**src/rtl/golden_nonce_queue.sv**
```systemverilog
// Golden-nonce capture FIFO between the hash core and host readout.
// First-word-fall-through head register, count-based full/empty, and a
// saturating counter of matches lost to a full queue.
// Optional GNQ_DEDUP_EN: drop repeated matches carrying the last seen nonce.
module golden_nonce_queue #(
    parameter int unsigned DEPTH = 8,
    parameter int unsigned AW    = 3
) (
    input  logic          hash_clk,
    input  logic          reset,
    input  logic          match_in,
    input  logic [31:0]   nonce_in,
    output logic          out_valid,
    output logic [31:0]   out_nonce,
    input  logic          out_ack,
    output logic [AW:0]   count,
    output logic          full,
    output logic [7:0]    overflow_cnt
);

    localparam int unsigned CW = AW + 1;

    logic [31:0]   mem [DEPTH];
    logic [AW-1:0] wr_ptr;
    logic [AW-1:0] rd_ptr;

    logic          pop_c;
    logic          dup_c;
    logic          push_c;
    logic          drop_c;
    logic [AW-1:0] rd_next_c;
    logic [CW-1:0] count_next_c;
    logic [31:0]   head_next_c;

`ifdef GNQ_DEDUP_EN
    logic [31:0]   last_nonce;
    logic          last_valid;
`endif

    // Push/pop decode and next head/count computation
    always_comb begin
        pop_c        = out_ack && out_valid;
        dup_c        = 1'b0;
`ifdef GNQ_DEDUP_EN
        dup_c        = last_valid && (nonce_in == last_nonce);
`endif
        push_c       = match_in && !dup_c && (!full || pop_c);
        drop_c       = match_in && !dup_c && full && !pop_c;
        rd_next_c    = pop_c ? rd_ptr + AW'(1) : rd_ptr;
        count_next_c = count;
        if (push_c && !pop_c) begin
            count_next_c = count + CW'(1);
        end else if (pop_c && !push_c) begin
            count_next_c = count - CW'(1);
        end
        // Head comes straight from nonce_in when the pushed entry is the only one left
        head_next_c = out_nonce;
        if (push_c && (count == CW'(pop_c))) begin
            head_next_c = nonce_in;
        end else if (count_next_c != CW'(0)) begin
            head_next_c = mem[rd_next_c];
        end
    end

    // Nonce storage; contents need no reset
    always_ff @(posedge hash_clk) begin
        if (!reset && push_c) begin
            mem[wr_ptr] <= nonce_in;
        end
    end

    // Pointers, occupancy, registered status and head output
    always_ff @(posedge hash_clk) begin
        if (reset) begin
            wr_ptr       <= '0;
            rd_ptr       <= '0;
            count        <= '0;
            full         <= 1'b0;
            out_valid    <= 1'b0;
            out_nonce    <= '0;
            overflow_cnt <= '0;
        end else begin
            if (push_c) begin
                wr_ptr <= wr_ptr + AW'(1);
            end
            rd_ptr    <= rd_next_c;
            count     <= count_next_c;
            full      <= (count_next_c == CW'(DEPTH));
            out_valid <= (count_next_c != CW'(0));
            out_nonce <= head_next_c;
            if (drop_c && (overflow_cnt != 8'hFF)) begin
                overflow_cnt <= overflow_cnt + 8'd1;
            end
        end
    end

`ifdef GNQ_DEDUP_EN
    // Remember the last non-duplicate nonce, whether queued or dropped for capacity
    always_ff @(posedge hash_clk) begin
        if (reset) begin
            last_nonce <= '0;
            last_valid <= 1'b0;
        end else if (match_in && !dup_c) begin
            last_nonce <= nonce_in;
            last_valid <= 1'b1;
        end
    end
`endif

endmodule
```
**config.mk**
```make
export PLATFORM = sky130hd
export DESIGN_NAME = golden_nonce_queue
export DESIGN_NICKNAME = d
export VERILOG_FILES = /design/src/rtl/golden_nonce_queue.sv
export SDC_FILE = /design/constraint.sdc
export NUM_CORES = 1
export LEC_CHECK = 0
export CORE_UTILIZATION = 30
export DETAILED_ROUTE_END_ITERATION = 10
export HOLD_SLACK_MARGIN = 0.12
export PLACE_DENSITY_LB_ADDON = 0.1
export SLEW_MARGIN = 20
export SYNTH_ARGS = -nofsm -noshare
export SYNTH_HDL_FRONTEND = slang
export SYNTH_SLANG_ARGS = --single-unit
```
**constraint.sdc**
```tcl
create_clock -name hash_clk -period 7 [get_ports hash_clk]
set_clock_uncertainty 0.1 [all_clocks]
set_input_delay 0.7 -clock hash_clk [delete_from_list [all_inputs] [get_ports hash_clk]]
set_output_delay 0.7 -clock hash_clk [all_outputs]
set_load 0.05 [all_outputs]
```
==> results.yml <==
setup_path:
  critPathSlowestCell: "nor2_4"
  critPathArrivalTime_ns: 3.61
  r2r_slack_ns: 3.51
  crit_type: "in -> reg"
  path_cells: "clkdlybuf4s50_1 > buf_4 > nand2_1 > buf_4 > nand2_1 > nand2_1 > or3_1 > nor2_4 > buf_4"
  cp_slowest_stage_delay_ns: 0.60
  startpoint_type: "input pin"
  end_kind: "flip-flop"
  crit_fanout: 26
  required_ns: 7.10
sta:
  fmax_mhz: 285
  rsz0062_at_grt: "false"
  tns_ns: 0
  relSlewSlack_pct: 28.7
  setup_viol: 0
  tightest_slew_ns: 1.07
  finalCritPeriodShare_pct: 50.2
  period_minus_slack_ns: 3.51
  hold_viol_final: 0
  drv_slew: 0
place:
  dp.cells: 1547
  portBuffers: 81
  dp_hpwl_um: 20000
  routabilityCongestion: 0.749
cts:
  post_cts_buffers: 0
  tritoncts: "done"
  cts_resized: 0
  cts_max_level: 2
  cts_buffers: 36
  clk_latency_ns: 0.53
  cts_buffer_depth: 3
  clock-sinks: 308
  root_buffer: "clkbuf_16"
  clk_pin_slew_worst_paths_ns: 0.06
  ctsHoldBuffers: 0
layout:
  final_nets: 1089
  fin_cells: 1615
  area_delta_synth_final_pct: 20.4
  drive_above_1_share_pct: 11.0
  n_antenna_cell: 0
  fillers: 4078
global_routing:
  grt_pass1_wl_um: 52200
  grt-ovfl-total: 0
  grt_max_degree: 64
  track_usage_pct: 15.7
  antenna_found_initial: 0
  grt_pass1_vias: 8396
yosys:
  yosysSeqAreaShare_pct: 68.2
  ys.warnings.count: 0
  syn-cell-area_um2: 12800
  synth_cell_types: 59
  synth_top_family_by_area: "compound AO/OA/AOI/OAI gates"
  ys_ff_latch: 308
  muxShareOfSynthArea_pct: 3.53
  async_flop_share_pct: 0
  synth-edff-count: 256
  yosys.area_share.xor_xnor_pct: 0.958
  synth_compound_area_share_pct: 13.5
  syn_avg_cell_area_um2: 13.1
  synthCells: 979
  synthTopCellsByArea: "edfxtp_1 60%, dfxtp_1 8.1%, nand2_1 3.6%"
  synth.net_count: 1020
  synth-simple-area-share_pct: 10.1
  synth_top_area_share_pct: 60.1
  synthFlopType: "edfxtp_1"
  synthAdderAreaFrac_pct: 0.489
  synth_area_leader_cell: "edfxtp_1"
floorplanning:
  die_area_um2: 43500
  num_rows: 75
  initial_core_util_pct: 30.4
  coreArea_um2: 42000
  fp.dieH_um: 209
  io_pins: 82
  die_x_um: 209
route:
  drtIter0Drc: 469
  ant_nets: 0
  dr.pass1.iters: 5
  drt_wl_total_um: 34000
  via_count: 8364
  via_per_inst: 5.18
  avgRoutedWirePerCell_um: 21.1
  drc: 0
min_path:
  hp-class: "reg -> reg"
pwr:
  p_total_w: 0.00522
  leakage_nw: 5.04
  power.density_nw_per_um2: 339
  ir_worst_vdd_mv: 0.158
job:
  drv_cap: 0
run_status:
  outcome: "complete, no violations"
-- worst paths after layout --
path                   from            end  cells past startpoint
hold reg to reg   wr_ptr[1]      wr_ptr[1]                      2
setup / recovery    out_ack      mem[1][2]                      9
setup reg to reg  rd_ptr[0]  out_nonce[31]                      9
hold / removal    wr_ptr[1]      wr_ptr[1]                      2
-- power by group --
part / switching [W] / internal [W] / leakage, nW
sequential: 0.0000571 / 0.00208 / 2.74
clock: 0.000754 / 0.00119 / 0.607
combinational: 0.000770 / 0.000369 / 1.69
-- registers in the layout, indices dropped and copies added (netlist names) --
register      flops
count             4
full              1
mem             256
out_nonce        32
out_valid         1
overflow_cnt      8
rd_ptr            3
wr_ptr            3
-- final cells by class --
class / instances / area [um^2] / share of cell area (%)
multi-input combinational: 590 / 3730 / 24.2
timing repair buffer: 108 / 1030 / 6.71
inverter: 4 / 15.0 / 0.0975
tap: 539 / 674 / 4.38
sequential: 308 / 8730 / 56.7
clock inverter: 24 / 275 / 1.79
clock buffer: 42 / 945 / 6.13
-- cells in the final DEF (no fill, tap or decap), types with 10 or more instances in the layout --
cell / count
clkinv_2: 10
buf_4: 25
o21ai_0: 27
nand4_1: 19
nor2b_1: 14
o211ai_1: 15
a21oi_1: 78
a22oi_1: 42
a221oi_1: 13
mux2i_1: 26
o22ai_1: 15
clkdlybuf4s50_1: 80
nor2_1: 37
a32oi_1: 17
edfxtp_1: 256
nand3_1: 28
a311oi_1: 11
clkbuf_16: 37
nand2_1: 123
a31oi_1: 14
nand3b_1: 14
nor3_1: 16
dfxtp_1: 51
-- Yosys cell counts (2+ instances only) --
| cell type | n |
|---|---|
| edfxtp_1 | 256 |
| nand2_1 | 124 |
| a21oi_1 | 78 |
| dfxtp_1 | 52 |
| nor2_1 | 43 |
| a22oi_1 | 42 |
| clkbuf_1 | 39 |
| nand3_1 | 28 |
| o21ai_0 | 27 |
| mux2i_1 | 26 |
| buf_2 | 22 |
| nand4_1 | 19 |
| nor3_1 | 18 |
| a32oi_1 | 17 |
| o211ai_1 | 15 |
| o22ai_1 | 15 |
| a31oi_1 | 14 |
| nand3b_1 | 14 |
| nor2b_1 | 14 |
| a221oi_1 | 13 |
| a311oi_1 | 11 |
| buf_4 | 10 |
| xor2_1 | 8 |
| mux4_2 | 6 |
| xnor2_1 | 6 |
| and3_1 | 5 |
| ha_1 | 5 |
| mux2_2 | 5 |
| a311oi_2 | 4 |
| buf_6 | 4 |
| inv_1 | 4 |
| nand2b_1 | 4 |
| and3b_1 | 2 |
| o22a_1 | 2 |
| o31ai_1 | 2 |
| or2_2 | 2 |
-- metal layers --
layer | vias up | wire length (um) | GRT usage [%] | part of all wire, %
met5 | - | 0 | 0 | 0
met4 | 0 | 942 | 5.42 | 2.8
met3 | 59 | 1350 | 2.72 | 4.0
met2 | 184 | 15900 | 25.2 | 47
met1 | 4196 | 15800 | 21.5 | 47
li1 | 3925 | - | - | -
-- kinds of logic after synthesis --
group | Yosys count
AOI/OAI and AO/OA | 255
xor gates and xnor gates | 14
adders and majority gates | 5
buffers and inverters | 81
DFF | 308
muxes | 37
and+or+nand+nor | 279
-- worst max-delay path: cells and delay by family --
family | cells | cell delay, ns
and+or+nand+nor | 5 | 1.46
buffers and inverters | 4 | 1.43
-- through the flow --
stage	instance area, um^2	hold slack, ns	utilization, %	setup slack (ns)
2_1_floorplan	12800	0.362	-	2.53
3_3_place_gp	14100	0.387	33.6	2.92
3_5_place_dp	14100	0.389	33.6	2.94
4_1_cts	15400	0.398	36.5	3.47
5_1_grt	15400	0.422	36.6	3.21
6_report	15400	0.393	36.6	3.49
(Power assumes the default switching activity.)
